--- src/rtl/ethernet_reg_master.sv ---
// Command-stream to TCU config register master: burst reads/writes with address auto-increment.
// Optional misaligned-address rejection is enabled by defining ETH_REG_MASTER_ALIGN_CHECK_EN.
//
// state      | meaning
// IDLE       | waiting for a command
// WR_ACCEPT  | waiting for the next write beat
// WR_ISSUE   | write strobe for the latched beat
// WR_ACK     | write acknowledge presented
// RD_ISSUE   | read strobe
// RD_WAIT    | target drives read data, captured at end of cycle
// RD_RESP    | read data presented
// ERR_DRAIN  | discarding write beats of a rejected command
// ERR_RESP   | error response presented
module ethernet_reg_master #(
    parameter int TCU_REG_ADDR_SIZE = 32,
    parameter int TCU_REG_DATA_SIZE = 64,
    parameter int TCU_REG_BSEL_SIZE = 8,
    parameter int LEN_SIZE          = 4,
    parameter int ADDR_STRIDE       = 8
) (
    input  logic                         clk_i,
    input  logic                         reset_n_i,
    input  logic                         cmd_valid_i,
    output logic                         cmd_ready_o,
    input  logic                         cmd_write_i,
    input  logic [TCU_REG_ADDR_SIZE-1:0] cmd_addr_i,
    input  logic [LEN_SIZE-1:0]          cmd_len_i,
    input  logic                         wr_valid_i,
    output logic                         wr_ready_o,
    input  logic [TCU_REG_BSEL_SIZE-1:0] wr_wben_i,
    input  logic [TCU_REG_DATA_SIZE-1:0] wr_data_i,
    output logic                         rsp_valid_o,
    input  logic                         rsp_ready_i,
    output logic [TCU_REG_DATA_SIZE-1:0] rsp_data_o,
    output logic                         rsp_last_o,
    output logic                         rsp_err_o,
    output logic                         config_en_o,
    output logic [TCU_REG_BSEL_SIZE-1:0] config_wben_o,
    output logic [TCU_REG_ADDR_SIZE-1:0] config_addr_o,
    output logic [TCU_REG_DATA_SIZE-1:0] config_wdata_o,
    input  logic [TCU_REG_DATA_SIZE-1:0] config_rdata_i,
    output logic                         busy_o
);

    typedef enum logic [3:0] {
        S_IDLE,
        S_WR_ACCEPT,
        S_WR_ISSUE,
        S_WR_ACK,
        S_RD_ISSUE,
        S_RD_WAIT,
        S_RD_RESP,
        S_ERR_DRAIN,
        S_ERR_RESP
    } state_t;

    state_t                       r_state;
    state_t                       w_state_nxt;
    logic [TCU_REG_ADDR_SIZE-1:0] r_addr;
    logic [LEN_SIZE-1:0]          r_len;
    logic [LEN_SIZE-1:0]          r_beat;
    logic [TCU_REG_BSEL_SIZE-1:0] r_wben;
    logic [TCU_REG_DATA_SIZE-1:0] r_wdata;
    logic [TCU_REG_DATA_SIZE-1:0] r_rdata;
    logic                         w_last;
    logic                         w_cmd_fire;
    logic                         w_wr_fire;
    logic                         w_advance;
    logic                         w_misaligned;

    assign w_last     = (r_beat == r_len);
    assign w_cmd_fire = (r_state == S_IDLE) && cmd_valid_i;
    assign w_wr_fire  = (r_state == S_WR_ACCEPT) && wr_valid_i;

`ifdef ETH_REG_MASTER_ALIGN_CHECK_EN
    assign w_misaligned = (cmd_addr_i[2:0] != 3'b000);
    assign rsp_err_o    = (r_state == S_ERR_RESP);
`else
    assign w_misaligned = 1'b0;
    assign rsp_err_o    = 1'b0;
`endif

    always_ff @(posedge clk_i or negedge reset_n_i) begin
        if (!reset_n_i) begin
            r_state <= S_IDLE;
        end else begin
            r_state <= w_state_nxt;
        end
    end

    always_comb begin
        w_state_nxt = r_state;
        w_advance   = 1'b0;
        case (r_state)
            S_IDLE: begin
                if (cmd_valid_i) begin
                    if (w_misaligned) begin
                        w_state_nxt = cmd_write_i ? S_ERR_DRAIN : S_ERR_RESP;
                    end else begin
                        w_state_nxt = cmd_write_i ? S_WR_ACCEPT : S_RD_ISSUE;
                    end
                end
            end
            S_WR_ACCEPT: begin
                if (wr_valid_i) begin
                    w_state_nxt = S_WR_ISSUE;
                end
            end
            S_WR_ISSUE: begin
                if (w_last) begin
                    w_state_nxt = S_WR_ACK;
                end else begin
                    w_state_nxt = S_WR_ACCEPT;
                    w_advance   = 1'b1;
                end
            end
            S_WR_ACK: begin
                if (rsp_ready_i) begin
                    w_state_nxt = S_IDLE;
                end
            end
            S_RD_ISSUE: w_state_nxt = S_RD_WAIT;
            S_RD_WAIT:  w_state_nxt = S_RD_RESP;
            S_RD_RESP: begin
                if (rsp_ready_i) begin
                    if (w_last) begin
                        w_state_nxt = S_IDLE;
                    end else begin
                        w_state_nxt = S_RD_ISSUE;
                        w_advance   = 1'b1;
                    end
                end
            end
            S_ERR_DRAIN: begin
                if (wr_valid_i) begin
                    if (w_last) begin
                        w_state_nxt = S_ERR_RESP;
                    end else begin
                        w_advance = 1'b1;
                    end
                end
            end
            S_ERR_RESP: begin
                if (rsp_ready_i) begin
                    w_state_nxt = S_IDLE;
                end
            end
            default: w_state_nxt = S_IDLE;
        endcase
    end

    always_ff @(posedge clk_i or negedge reset_n_i) begin
        if (!reset_n_i) begin
            r_addr  <= '0;
            r_len   <= '0;
            r_beat  <= '0;
            r_wben  <= '0;
            r_wdata <= '0;
            r_rdata <= '0;
        end else begin
            if (w_cmd_fire) begin
                r_addr <= cmd_addr_i;
                r_len  <= cmd_len_i;
                r_beat <= '0;
            end
            if (w_wr_fire) begin
                r_wben  <= wr_wben_i;
                r_wdata <= wr_data_i;
            end
            // address wraps modulo the address width
            if (w_advance) begin
                r_addr <= r_addr + TCU_REG_ADDR_SIZE'(ADDR_STRIDE);
                r_beat <= r_beat + LEN_SIZE'(1);
            end
            if (r_state == S_RD_WAIT) begin
                r_rdata <= config_rdata_i;
            end
        end
    end

    assign cmd_ready_o    = (r_state == S_IDLE);
    assign wr_ready_o     = (r_state == S_WR_ACCEPT) || (r_state == S_ERR_DRAIN);
    assign rsp_valid_o    = (r_state == S_WR_ACK) || (r_state == S_RD_RESP) || (r_state == S_ERR_RESP);
    assign rsp_last_o     = (r_state == S_WR_ACK) || (r_state == S_ERR_RESP) || ((r_state == S_RD_RESP) && w_last);
    assign rsp_data_o     = (r_state == S_RD_RESP) ? r_rdata : '0;
    // a zero byte-enable write would look like a read to the target, so it is suppressed
    assign config_en_o    = (r_state == S_RD_ISSUE) || ((r_state == S_WR_ISSUE) && (r_wben != '0));
    assign config_wben_o  = (r_state == S_WR_ISSUE) ? r_wben : '0;
    assign config_addr_o  = r_addr;
    assign config_wdata_o = r_wdata;
    assign busy_o         = (r_state != S_IDLE);

endmodule

--- config.mk ---
export PLATFORM = sky130hd
export DESIGN_NAME = ethernet_reg_master
export DESIGN_NICKNAME = d
export VERILOG_FILES = /design/src/rtl/ethernet_reg_master.sv
export SDC_FILE = /design/constraint.sdc
export NUM_CORES = 1
export LEC_CHECK = 0
export ABC_AREA = 1
export CORE_AREA = 2 2 250 129
export CTS_BUF_LIST = sky130_fd_sc_hd__clkbuf_8
export CTS_CLUSTER_SIZE = 12
export DETAILED_ROUTE_END_ITERATION = 8
export DIE_AREA = 0 0 252 131
export GPL_ROUTABILITY_DRIVEN = 0
export GPL_TIMING_DRIVEN = 1
export PLACE_DENSITY = 0.6
export SYNTH_ARGS = -nofsm -noshare
export SYNTH_HDL_FRONTEND = slang
export SYNTH_SLANG_ARGS = --single-unit
--- constraint.sdc ---
create_clock -name clk_i -period 4.96 [get_ports clk_i]
set_clock_uncertainty 0.1 [all_clocks]
set_input_delay 1.488 -clock clk_i [delete_from_list [all_inputs] [get_ports clk_i]]
set_output_delay 1.488 -clock clk_i [all_outputs]
set_load 0.01 [all_outputs]
==> results of run 1 <==
registers in the layout, summed over array words and instances, names as in the netlist:
register / cells
r_beat: 4
r_len: 4
r_state: 4
config_wdata_o: 64
r_rdata: 64
config_addr_o: 32
r_wben: 8
how the worst max path moves through the flow:
| stage | endpoint | slack [ns] | start | cells past startpoint |
|---|---|---|---|---|
| after floorplan | rsp_data_o[13] | 2.13 | r_state[1] | 6 |
| after global placement | rsp_data_o[57] | 1.17 | r_state[1] | 6 |
| after detailed placement | rsp_data_o[8] | 1.09 | r_state[1] | 6 |
| after CTS | rsp_data_o[8] | 0.49 | r_state[1] | 6 |
| after global routing | rsp_data_o[57] | 0.33 | r_state[1] | 6 |
| final | rsp_data_o[9] | 0.61 | r_state[1] | 6 |
cell usage after synthesis (all sizes together), types with 7 or more instances:
master	n	area, sq um
a21oi	64	320
buf	31	196
clkbuf	12	45.0
dfrtp	180	4500
inv	117	439
mux2	64	721
nand2	203	767
nand3	71	355
nand3b	7	52.6
nor2	193	739
o211ai	8	60.1
o21ai	16	80.1
xnor2	9	78.8
xor2	7	61.3
area by class of cell:
class | count | area share
Sequential cell | 180 | 0.352
Timing Repair Buffer | 358 | 0.282
Multi-Input combinational cell | 651 | 0.259
Tap cell | 408 | 0.0399
Inverter | 117 | 0.0343
Clock buffer | 17 | 0.0183
Clock inverter | 15 | 0.0146
Antenna cell | 1 | 0.000195
worst max-delay path, stage by stage, from the launching register on:
cell	delay [ns]
dfrtp_1	0.41
inv_1	0.12
nor2_1	0.24
nand2_2	0.48
buf_4	0.36
nor2_1	0.10
clkdlybuf4s50_1	0.54
power breakdown:
group | internal, mW | switching (mW)
combinational | 1.63 | 1.67
clock | 0.471 | 0.627
sequential | 2.19 | 0.433
total | 4.28 | 2.73
per-stage QoR:
stage                     setup slack [ns]  area (sq um)
after global routing                 0.332         12800
final                                0.611         12800
after global placement                1.17         12400
after CTS                            0.493         12800
after floorplan                       2.13          8490
after detailed placement              1.09         12400
routing by layer:
metal	track usage	vias up	share of wire
met5	0	-	0
met4	0.0456	0	0.015
met3	0.0559	25	0.087
met2	0.228	296	0.41
met1	0.241	3567	0.49
li1	-	3778	-
kinds of logic after synthesis:
group,Yosys count,synth area share
xor+xnor,16,0.0165
compound gates,91,0.0566
other cells,1,0.000442
fa+ha+maj,2,0.00295
flops,180,0.531
mux,64,0.0849
buf+inv,160,0.0802
simple gates,477,0.228
==> flow_metrics.py, run 1 <==
metrics = {
    "outcome": {
        "status": "complete, no violations",
    },
    "finish": {
        "final_cells": 1747,
        "fin_util": 0.413,
        "syn2layout_area_growth_pct": 50.8,
        "layout_common_cells": "clkdlybuf4s50_1, nand2_1, nor2_1",
        "n_fill_cell": 3078,
        "nNetsFinal": 1505,
        "ff_latch_area_sq_um": 4500,
        "layout-drive-gt1-share": 0.0411,
        "multi_input_area_sq_um": 3320,
        "layout_commonest_cell": "clkdlybuf4s50_1",
    },
    "route": {
        "wl_um": 27000,
        "dr.first_iter.drc_count": 519,
        "ant_nets": 0,
        "dr.pass1.iters": 7,
        "vias": 7666,
        "wl_per_cell_um": 15.4,
        "drc": 0,
        "vias_per_cell": 4.39,
    },
    "worst_setup_path": {
        "critPathArrivalTime_ns": 2.76,
        "r2r-start": "r_state[0]",
        "worstSetupStartpointType": "register",
        "r2r_end": "config_addr_o[30]",
        "critPathKind": "register to output pin",
        "cp-end-kind": "output pin",
        "critPathMaxFanout": 37,
        "reg2reg_slack_ns": 2.33,
        "reg2regPathDepth": 9,
        "required_ns": 3.37,
    },
    "timing": {
        "rsz0062_at_grt": "false",
        "setup_violations": 0,
        "hold_viol": 0,
        "min_period_over_period": 0.877,
        "fmax_mhz": 230,
        "worst_slew_pin_slew_ns": 0.849,
        "max_slew_margin": 0.434,
        "period_needed_ns": 4.35,
        "whs_ns": 0.385,
        "slew_viol_final": 0,
        "tns_ns": 0,
    },
    "place": {
        "place.port_buffers": 351,
        "dp_hpwl_um": 20200,
        "dp_cells": 1714,
    },
    "power": {
        "p_total_mw": 7.02,
        "leakagePower_nw": 5.78,
        "ir_worst_vdd_mv": 0.193,
        "power_density_nw_per_um2": 548,
    },
    "run": {
        "max-cap-violations": 0,
    },
    "clocking": {
        "cts_htree_levels": 4,
        "clock_latency_ns": 0.49,
        "clock_path_buffers": 2,
        "post_cts_resized": 0,
        "clkSinkCount": 180,
        "cts_hold_buf": 0,
        "cts_root_buffer": "clkbuf_8",
        "cts_buffers": 17,
        "cts_tree": "built",
        "post_cts_buffers": 0,
        "clk_pin_slew_ns": 0.10,
    },
    "global_route": {
        "grt_pass1_vias": 7351,
        "grt_pass1_wl_um": 41800,
        "antenna_found_initial": 1,
        "grt-ovfl-total": 0,
        "grt_use_total": 0.165,
        "grt_max_degree": 89,
    },
    "logic_synthesis": {
        "synth-seq-area-share": 0.531,
        "synth_cells": 991,
        "netlist_area_sq_um": 8490,
        "ys_types": 27,
        "synth-seq-cells": 180,
        "synthFlopType": "dfrtp_1",
        "syn-mean-instance-area_sq_um": 8.57,
        "yosys_warnings": 0,
        "syn_nets": 1171,
        "synth_enable_flop_cells": 0,
        "synthArstFlopShare": 1.00,
    },
    "worst_hold_path": {
        "hold_path.startpoint": "config_addr_o[0]",
        "hold_path.class": "register to register",
        "whs_path_depth": 2,
        "hold_end": "config_addr_o[0]",
    },
    "die": {
        "die_width_um": 252,
        "fp.dieH_um": 131,
        "start_util": 0.274,
        "floorplan.rows": 46,
        "core_region_area_sq_um": 31000,
        "io_pins": 353,
        "dieArea_sq_um": 33000,
    },
}
Note: power is estimated with default switching activity, not from simulation.
==> run 2, diff against run 1 <==
- CAP_MARGIN: default -> 20
==> results of run 2 <==
The final DEF is identical to that of run 1; final timing and power are the same.
